===== config.mk =====
export PLATFORM = sky130hd
export DESIGN_NAME = calc_result_display
export DESIGN_NICKNAME = d
export VERILOG_FILES = /design/src/rtl/calc_result_display.sv
export SDC_FILE = /design/constraint.sdc
export NUM_CORES = 1
export LEC_CHECK = 0
export ABC_AREA = 1
export CORE_MARGIN = 5
export CORE_UTILIZATION = 25
export DETAILED_ROUTE_END_ITERATION = 8
export PLACE_DENSITY = 0.47
export SLEW_MARGIN = 25
export SYNTH_ARGS = -nofsm -noshare
export SYNTH_HDL_FRONTEND = slang
export SYNTH_SLANG_ARGS = --single-unit

===== constraint.sdc =====
create_clock -name clk -period 5.3 [get_ports clk]
set_input_delay 1.06 -clock clk [delete_from_list [all_inputs] [get_ports clk]]
set_output_delay 1.06 -clock clk [all_outputs]
set_load 0.02 [all_outputs]

===== src/rtl/calc_result_display.sv =====
// calc_result_display: converts an 8-bit unsigned result to three BCD digits
// by double-dabble (8 cycles per conversion). It also scans the digits onto a
// multiplexed 7-segment display.
//
// Ports:
//   clk, rst_n   clock, asynchronous active-low reset
//   result_i     unsigned value to convert
//   load_i       one-cycle capture strobe; ignored while busy_o is high
//   busy_o       conversion in progress
//   valid_o      bcd_o holds a completed conversion
//   bcd_o        {hundreds, tens, ones} BCD digits
//   seg_o        active-high segments of the scanned digit (bit0=a .. bit6=g)
//   dig_en_o     one-hot digit enable: 001 ones, 010 tens, 100 hundreds
//
// Build option: define CALC_RESULT_DISPLAY_LZB_EN to blank leading zeros.
module calc_result_display #(
  parameter int unsigned SCAN_DIV = 1024
) (
  input  logic        clk,
  input  logic        rst_n,
  input  logic [7:0]  result_i,
  input  logic        load_i,
  output logic        busy_o,
  output logic        valid_o,
  output logic [11:0] bcd_o,
  output logic [6:0]  seg_o,
  output logic [2:0]  dig_en_o
);

  localparam int unsigned BIN_W  = 8;
  localparam int unsigned BCD_W  = 12;
  localparam int unsigned SEG_W  = 7;
  localparam int unsigned DIG_N  = 3;
  localparam int unsigned STEP_W = 3;
  localparam int unsigned SCAN_W = 16;

  localparam logic [STEP_W-1:0] LAST_STEP = STEP_W'(BIN_W - 1);
  localparam logic [SCAN_W-1:0] SCAN_LAST = SCAN_W'(SCAN_DIV - 1);

  typedef enum logic {IDLE, CONV} state_t;

  state_t              r_state, w_state_nxt;
  logic [BIN_W-1:0]    r_bin, w_bin_nxt;
  logic [BCD_W-1:0]    r_work, w_work_nxt, w_work_adj;
  logic [BCD_W-1:0]    r_bcd, w_bcd_nxt;
  logic [STEP_W-1:0]   r_step, w_step_nxt;
  logic                r_busy, w_busy_nxt;
  logic                r_valid, w_valid_nxt;
  logic [SCAN_W-1:0]   r_scan;
  logic [DIG_N-1:0]    r_dig;
  logic [3:0]          w_digit;
  logic [SEG_W-1:0]    w_seg_raw;
  logic                w_blank;

  // Double-dabble correction: add 3 to every working digit >= 5
  always_comb begin
    w_work_adj = r_work;
    for (int i = 0; i < int'(DIG_N); i++) begin
      if (r_work[4*i +: 4] >= 4'd5) begin
        w_work_adj[4*i +: 4] = r_work[4*i +: 4] + 4'd3;
      end
    end
  end

  // State register
  always_ff @(posedge clk or negedge rst_n) begin
    if (!rst_n) r_state <= IDLE;
    else        r_state <= w_state_nxt;
  end

  // Next-state and datapath next values
  always_comb begin
    w_state_nxt = r_state;
    w_bin_nxt   = r_bin;
    w_work_nxt  = r_work;
    w_bcd_nxt   = r_bcd;
    w_step_nxt  = r_step;
    w_busy_nxt  = r_busy;
    w_valid_nxt = r_valid;
    case (r_state)
      IDLE: begin
        if (load_i) begin
          w_bin_nxt   = result_i;
          w_work_nxt  = '0;
          w_step_nxt  = '0;
          w_busy_nxt  = 1'b1;
          w_valid_nxt = 1'b0;
          w_state_nxt = CONV;
        end
      end
      CONV: begin
        {w_work_nxt, w_bin_nxt} = {w_work_adj[BCD_W-2:0], r_bin, 1'b0};
        w_step_nxt = r_step + STEP_W'(1);
        if (r_step == LAST_STEP) begin
          // Final shift lands directly in the output register
          w_bcd_nxt   = {w_work_adj[BCD_W-2:0], r_bin[BIN_W-1]};
          w_busy_nxt  = 1'b0;
          w_valid_nxt = 1'b1;
          w_state_nxt = IDLE;
        end
      end
      default: w_state_nxt = IDLE;
    endcase
  end

  // Datapath registers
  always_ff @(posedge clk or negedge rst_n) begin
    if (!rst_n) begin
      r_bin   <= '0;
      r_work  <= '0;
      r_bcd   <= '0;
      r_step  <= '0;
      r_busy  <= 1'b0;
      r_valid <= 1'b0;
    end else begin
      r_bin   <= w_bin_nxt;
      r_work  <= w_work_nxt;
      r_bcd   <= w_bcd_nxt;
      r_step  <= w_step_nxt;
      r_busy  <= w_busy_nxt;
      r_valid <= w_valid_nxt;
    end
  end

  // Free-running digit scan, rotates the enable on each counter wrap
  always_ff @(posedge clk or negedge rst_n) begin
    if (!rst_n) begin
      r_scan <= '0;
      r_dig  <= 3'b001;
    end else if (r_scan == SCAN_LAST) begin
      r_scan <= '0;
      r_dig  <= {r_dig[1:0], r_dig[2]};
    end else begin
      r_scan <= r_scan + SCAN_W'(1);
    end
  end

  // Select the scanned digit and decide on leading-zero blanking
  always_comb begin
    w_digit = r_bcd[3:0];
    w_blank = 1'b0;
    case (r_dig)
      3'b010: begin
        w_digit = r_bcd[7:4];
`ifdef CALC_RESULT_DISPLAY_LZB_EN
        w_blank = (r_bcd[11:8] == 4'd0) && (r_bcd[7:4] == 4'd0);
`endif
      end
      3'b100: begin
        w_digit = r_bcd[11:8];
`ifdef CALC_RESULT_DISPLAY_LZB_EN
        w_blank = (r_bcd[11:8] == 4'd0);
`endif
      end
      default: w_digit = r_bcd[3:0];
    endcase
  end

  // 7-segment decode; codes 10..15 never occur and show nothing
  always_comb begin
    w_seg_raw = '0;
    case (w_digit)
      4'd0:    w_seg_raw = 7'h3F;
      4'd1:    w_seg_raw = 7'h06;
      4'd2:    w_seg_raw = 7'h5B;
      4'd3:    w_seg_raw = 7'h4F;
      4'd4:    w_seg_raw = 7'h66;
      4'd5:    w_seg_raw = 7'h6D;
      4'd6:    w_seg_raw = 7'h7D;
      4'd7:    w_seg_raw = 7'h07;
      4'd8:    w_seg_raw = 7'h7F;
      4'd9:    w_seg_raw = 7'h6F;
      default: w_seg_raw = 7'h00;
    endcase
  end

  always_comb begin
    seg_o = '0;
    if (r_valid && !w_blank) seg_o = w_seg_raw;
  end

  assign busy_o   = r_busy;
  assign valid_o  = r_valid;
  assign bcd_o    = r_bcd;
  assign dig_en_o = r_dig;

endmodule


==> flow_metrics.tcl <==
set metrics [dict create \
    dp_hpwl_microns 5000 \
    totalNegativeSetupSlack_ns 0 \
    end_kind "output port" \
    place_area_sq_mm 0.00349 \
    nFillCells 1227 \
    syn-num-nets 386 \
    rows 40 \
    grt_start_max_net_pins 58 \
    yosys-top-cells-count "85 x nand2_1, 56 x dfrtp_1, 43 x inv_1" \
    grt_use_met1 0.129 \
    grt_setup_unrepaired "false" \
    path_clk_slew_ns 0.06 \
    max-slew-margin-rel 0.510 \
    drt_first_pass_iters 4 \
    die_w_microns 119 \
    synthesis.area_sq_mm 0.00299 \
    insertion_delay_ns 0.32 \
    crit_family "simple AND/OR/NAND/NOR gates" \
    critPathMaxStageDelay_ns 0.61 \
    hold_viol 0 \
    multiInputGateArea_sq_mm 0.00135 \
    synth_top_cell_area_share 0.469 \
    ys_ff_latch 57 \
    dieArea_sq_mm 0.0142 \
    fin_crit_sh 0.700 \
    cellPowerDensity_mw_per_mm2 583 \
    grt_pass1_wl_microns 11600 \
    viasPerCell 4.33 \
    critical_path_buf_inv_count 2 \
    cts-root-buf "clkbuf_16" \
    grt_pass1_vias 2425 \
    dp_cells 537 \
    ctsResizeCount 0 \
    worstPathArrival_ns 2.65 \
    path_common_cell "nor2_1" \
    fmax_mhz 270 \
    synth_area_leader_cell "dfrtp_1" \
    num_vias 2390 \
    leakagePower_nw 1.85 \
    crit_path_max_fanout 9 \
    cts-htree-levels 3 \
    tightest_slew_ns 0.735 \
    cts_tree "yes" \
    final_area_sq_mm 0.00383 \
    drive_gt1_frac 0.101 \
    ys.flop_type "dfrtp_1" \
    drtIter0Drc 68 \
    rrSetupSlack_ns 3.44 \
    hold_class "flip-flop to flip-flop" \
    vdd_drop_max_uv 184 \
    grt_overflow 0 \
    antenna_found_initial 0 \
    nNetsFinal 426 \
    finalCriticalPeriod_ns 3.71 \
    routedWlPerCell_microns 12.1 \
    gp_congestion 0.791 \
    clock_path_buffers 2 \
    crit_required_ns 4.24 \
    cp-start-kind "flip-flop" \
    post-cts-setup-buffers 0 \
    numClockSinks 57 \
    slowest_stage "clkdlybuf4s50_1" \
    final_max_slew_viol_count 0 \
    maxCapViolCount 0 \
    fin_cells 552 \
    synth_edf_count 0 \
    top_usage_layer "met2" \
    met2_usage 0.165 \
    met3_usage 0.0285 \
    clock_skew_ns 0.0106 \
    yosysMostFrequentCell "nand2_1" \
    status "complete, no violations" \
    drc 0 \
    numCtsBuffers 9 \
    grt_usage 0.101 \
    regArea_sq_mm 0.00143 \
    area_growth_pct 28.2 \
    start_util 0.252 \
    drtAntennaViolNets 0 \
    avgSynthCellArea_sq_um 8.28 \
    core_sq_mm 0.0119 \
    antennaDiodeCount 0 \
    yosys_warnings 0 \
    final-setup-viol-count 0 \
    async_reset_ff_frac 1.00 \
    synth_cell_types 31 \
    cp_cell_sequence "nor2_8, nand2_2, nand2_2, nor2_2, nor2_4, inv_1, ha_1, nor2_1, nor2_1, nor2_1, clkdlybuf4s50_1" \
    synth-seq-area-share 0.478 \
    io_buffers 34 \
    postSynthCellCount 361 \
    fp.dieH_microns 119 \
    cts_hold_buffers 0 \
    synth_area_leaders "dfrtp_1 47%, nand2_1 11%, ha_1 5.9%" \
    io_pins 35 \
    wl_microns 6710 \
    critPathKind "flip-flop to output port" \
]
-- cell families after synthesis --
logic type	after synthesis	share of synthesized area
AO/OA/AOI/OAI	49	0.0934
AND/OR/NAND/NOR	174	0.263
XOR/XNOR	12	0.0352
buffers and inverters	55	0.0716
adder cells (fa/ha/maj)	14	0.0586
flip-flops	57	0.478
-- stage by stage --
stage                     power, mW  setup WS [ns]  hold WS, ns  utilization
after floorplan                1.25           2.36        0.433            -
after global placement         1.59           1.95        0.459        0.294
after detailed placement       1.60           1.90        0.465        0.294
after CTS                      2.27           1.56        0.473        0.323
after global routing           2.42           1.35        0.501        0.323
final                          2.23           1.59        0.464        0.323
-- power breakdown --
part / total, mW / switching [mW] / internal (mW)
combinational: 0.879 / 0.507 / 0.372
sequential: 0.694 / 0.121 / 0.573
clock: 0.662 / 0.193 / 0.468
-- cells in the final DEF, fill, tap and decap left out, types with 4 or more instances in the layout --
master           synthesis  layout
clkbuf_16                0       9
clkdlybuf4s50_1          0      33
dfrtp_1                 56      56
ha_1                    14      14
inv_1                   43      43
nand2_1                 85      85
nand2_2                  5       5
nand3_1                 19      19
nand4_1                  6       6
nor2_1                  35      35
nor2_2                   4       4
nor3_1                   7       7
o21ai_0                 28      28
o22ai_1                 10      10
or2_2                    6       6
xor2_1                  10      10
-- sequential cells by signal (all words and copies together), names as in the netlist --
signal,count
bcd_o,12
busy_o,1
dig_en_o,3
r_bin,8
r_scan,16
r_state,1
r_step,3
r_work,12
valid_o,1
-- cell type report --
cell class | count | share of cell area
flip-flops and latches | 57 | 0.373
multi-input cells | 249 | 0.351
repair buffers | 36 | 0.0914
clock buffers | 10 | 0.0624
well taps | 147 | 0.0480
inverters | 48 | 0.0470
clock inverters | 5 | 0.0271
-- path summary, 6_finish.rpt --
check	from	endpoint	cells past startpoint
min in group asynchronous	rst_n	bcd_o[10]	2
max in group asynchronous	rst_n	bcd_o[2]	2
hold / removal	r_scan[15]	r_scan[15]	1
setup reg to reg	r_step[0]	valid_o	6
hold reg to reg	r_scan[15]	r_scan[15]	1
setup / recovery	dig_en_o[1]	seg_o[3]	11
-- metal layers --
metal,share of wire,wire length (microns)
met5,0,0
met1,0.49,3300
met3,0.027,180
met4,0.012,78
met2,0.47,3150
Note: power is estimated with default switching activity, not from simulation.
==> variant 1, RTL diff (same settings) <==
The parameter `SCAN_DIV` goes from 1024 to 512.
--- a/src/rtl/calc_result_display.sv
+++ b/src/rtl/calc_result_display.sv
@@ -14,7 +14,7 @@
 //
 // Build option: define CALC_RESULT_DISPLAY_LZB_EN to blank leading zeros.
 module calc_result_display #(
-  parameter int unsigned SCAN_DIV = 1024
+  parameter int unsigned SCAN_DIV = 512
 ) (
   input  logic        clk,
   input  logic        rst_n,
Check against the original RTL: same outputs for any inputs over 10 cycles, from zero or initial values and one cycle with rst_n low; that may be too few to reach the edited logic, so the function may still have changed.
==> variant 1 against the original RTL <==
Via count fell by 0.63%. Register-to-register slack worse by 0.13 ns. Highest routed layer unchanged. Clock power shrank 19%. Maximum frequency is 0.87% lower. Combinational power fell by 0.8%. Total power decreased by 6.1%. Synthesized area is 0.29% higher. Wire length increased by 0.85%. Non-clock buffer count down 1. Worst setup slack got worse by 0.032 ns. Sequential cell count unchanged. Cell area down 1.6%.
==> variant 1: results <==
[cells_and_area]
buffers = 35
multi_input_cells = 250
nonClkBufAreaFrac = 0.09091
inverters_excl_clock = 47
fin_cells = 551
drive_gt1_frac = 0.1015
nNetsFinal = 425
design.seq.count = 57
clkCellAreaFrac = 0.07465
clkbuf_count = 12
multi_input_area_share = 0.3600
n_fill_cell = 1245

[global_routing]
grt_first_pass_wirelength_um = 11810
grt_max_degree = 58
grt_usage = 0.1022
grt_pass1_vias = 2507

[power]
p_leak_nw = 1.838
peakVddDrop_mv = 0.2129

[yosys]
ys_types = 29
synth_seq_area_share = 0.4764
synth_commonest_cells = "84 x nand2_1, 56 x dfrtp_1, 42 x inv_1, 41 x nor2_1, 25 x o21ai_0"
syn_area_per_cell_um2 = 8.301
synth.net_count = 386
synth_area_leaders = "dfrtp_1 47%, nand2_1 11%, ha_1 5.8%, inv_1 5.3%, nor2_1 5.1%"

[placed_design]
preCtsSetupSlack_ns = 1.877
dp.cells = 536
place_congestion = 0.8036
dp_hpwl_um = 5105

[timing]
fmax_mhz = 267.3
max_slew.worst_pin.slew_ns = 0.7373
finClkSkew_ns = 0.004350

[setup_path]
arrival_ns = 2.68
rrSetupSlack_ns = 3.31
crit_family = "buffers and inverters"
startpoint = "dig_en_o[0]"
reg2reg_from = "r_state"
r2r_end = "r_work[3]"
path_max_fanout = 6
rr_worst_depth = 3
crit_slowest_cell = "dfstp_2"

[routing]
drt_wl_total_um = 6763
drtIter0Drc = 120

[status]
status = "completed"

[clock_tree]
cts_resized = 0
cts_buffers = 9
variant 1: cell types whose count changed in the layout (fill, tap and decap cells not counted), sizes merged, moves of 3 or more:
cell,change
nor2,+7
nand3,+3
nor3,-3
bufinv,-3
nor3b,-3
o21ai,-3
xor2,+7
variant 1: routing by layer:
| layer | up-vias | routed length, um | global-route usage |
|---|---|---|---|
| met4 | 0 | 44 | 0.02792 |
| met1 | 1108 | 3084 | 0.1227 |
| met5 | - | 0 | 0 |
| met3 | 5 | 241 | 0.03229 |
| met2 | 33 | 3392 | 0.1762 |
| li1 | 1229 | - | - |
variant 1: worst min-delay path by stage:
stage / end / slack [ns] / cells after the start
2_1_floorplan: r_scan[15] / 0.44 / 1
3_3_place_gp: r_scan[15] / 0.46 / 1
3_5_place_dp: r_scan[15] / 0.47 / 1
4_1_cts: r_scan[15] / 0.47 / 1
5_1_grt: r_scan[15] / 0.49 / 1
6_report: r_scan[15] / 0.47 / 1
variant 1: power by group:
group	leakage (nW)	internal [W]	switching, W
logic	0.971	0.000369	0.000503
clock network	0.144	0.000348	0.000188
registers	0.723	0.000573	0.000118
total	1.84	0.00129	0.000809
variant 1: through the flow:
step           cell area, um^2  total power (W)
2_1_floorplan             2997         0.001251
3_3_place_gp              3490         0.001583
3_5_place_dp              3490         0.001592
4_1_cts                   3771         0.002143
5_1_grt                   3771         0.002289
6_report                  3771         0.002099
variant 1: kinds of logic after synthesis:
family | count (synthesis) | synth area share
and+or+nand+nor | 175 | 0.2614
buffers and inverters | 54 | 0.07056
AOI/OAI and AO/OA | 44 | 0.08351
DFF | 57 | 0.4764
adders and majority gates | 14 | 0.05846
xor gates and xnor gates | 17 | 0.04969
==> variant 2, RTL diff (same settings) <==
Made on the original files. Reset style: synchronous (`rst_n`), changed in 3 clocked blocks. Comments in the files are not updated.
--- a/src/rtl/calc_result_display.sv
+++ b/src/rtl/calc_result_display.sv
@@ -63,7 +63,7 @@
   end
 
   // State register
-  always_ff @(posedge clk or negedge rst_n) begin
+  always_ff @(posedge clk) begin
     if (!rst_n) r_state <= IDLE;
     else        r_state <= w_state_nxt;
   end
@@ -104,7 +104,7 @@
   end
 
   // Datapath registers
-  always_ff @(posedge clk or negedge rst_n) begin
+  always_ff @(posedge clk) begin
     if (!rst_n) begin
       r_bin   <= '0;
       r_work  <= '0;
@@ -123,7 +123,7 @@
   end
 
   // Free-running digit scan, rotates the enable on each counter wrap
-  always_ff @(posedge clk or negedge rst_n) begin
+  always_ff @(posedge clk) begin
     if (!rst_n) begin
       r_scan <= '0;
       r_dig  <= 3'b001;
Formal check against the unedited RTL: differs if rst_n is asserted again (counterexample within 4 cycles, from zero or initial values and one cycle with rst_n low); with rst_n held inactive, the same outputs for 10 cycles.
==> variant 2 against the original RTL <==
Wire length is 6.6% higher. Maximum frequency is 3.4% lower. Cell area fell by 2.7%. Synthesized area decreased by 1.5%. Global-route usage grew 0.37 points. Worst setup slack got worse by 0.13 ns. Critical path depth shrank 1. Sequential cell count unchanged. Clock skew hardly changed. Sequential share of layout area shrank 6.6 points. Count of clock-buffer cells in the layout stayed put.
Power is not compared: it rests on default switching activity, and its combinational part moved more than twofold at a synthesized area within 25%.
==> variant 2: results <==
[cells_and_area]
fin_cells = 605
top_register = "r_scan"
synthToLayoutAreaGrowth_pct = 26.67
nNetsFinal = 482
n_fill_cell = 1230
drive_gt1_frac = 0.07792

[yosys]
ys.flop_type = "dfxtp_1"
syn_area_per_cell_um2 = 6.954
synth_seq_area_share = 0.3879
synth.net_count = 448
synth_area_leaders = "dfxtp_1 39%, nand2_1 12%, nor2_1 7.5%, inv_1 6.1%, ha_1 6.0%"
synth_compound_area_frac = 0.1012
ys_types = 30
synth_adder_area_share = 0.05955
synth_commonest_cells = "96 x nand2_1, 59 x nor2_1, 57 x dfxtp_1, 48 x inv_1, 34 x nand3_1"
synth-xor-area-share = 0.02680
async_flop_share = 0

[placed_design]
dp_hpwl_um = 5272
place_congestion = 0.8172
dp.cells = 589
port_buffers = 34
placed_area_mm2 = 0.003415
preCtsSetupSlack_ns = 1.795

[timing]
finClkSkew_ns = 0.01058
max_slew.worst_pin.slew_ns = 0.9007

[power]
total_power_w = 0.001091
p_leak_nw = 1.545

[routing]
viasPerCell = 4.460
drtIter0Drc = 114
drt_wl_total_um = 7147
dr.pass1.iters = 4

[global_routing]
grt_first_pass_wirelength_um = 12390
grt_usage = 0.1051
grt_max_degree = 25
grt_pass1_vias = 2692

[setup_path]
arrival_ns = 2.78
reg2reg_from = "r_state"
crit_family = "buffers and inverters"

[status]
status = "completed"
-- variant 2: area by class of cell --
| type | count | share of cell area |
|---|---|---|
| clock buffer | 10 | 0.06145 |
| clock inverter | 6 | 0.02216 |
| sequential | 57 | 0.3062 |
| timing repair buffer | 36 | 0.09537 |
| tap | 143 | 0.04802 |
| inverter | 54 | 0.05440 |
| multi-input combinational | 299 | 0.4124 |
-- variant 2: routing by layer --
| layer | vias up | GRT usage | share of wire | routed length, um |
|---|---|---|---|---|
| met5 | - | 0 | 0 | 0 |
| met4 | 0 | 0.03260 | 0.013 | 93 |
| met3 | 8 | 0.02579 | 0.047 | 339 |
| met2 | 55 | 0.1674 | 0.43 | 3077 |
| met1 | 1218 | 0.1406 | 0.51 | 3636 |
| li1 | 1417 | - | - | - |
-- variant 2: path summary, 6_finish.rpt --
path | slack [ns] | depth (start not counted) | to
max | 1.46 | 10 | seg_o[3]
min | 0.45 | 1 | r_scan[0]
max reg2reg | 3.33 | 5 | r_work[10]
min reg2reg | 0.45 | 1 | r_scan[0]
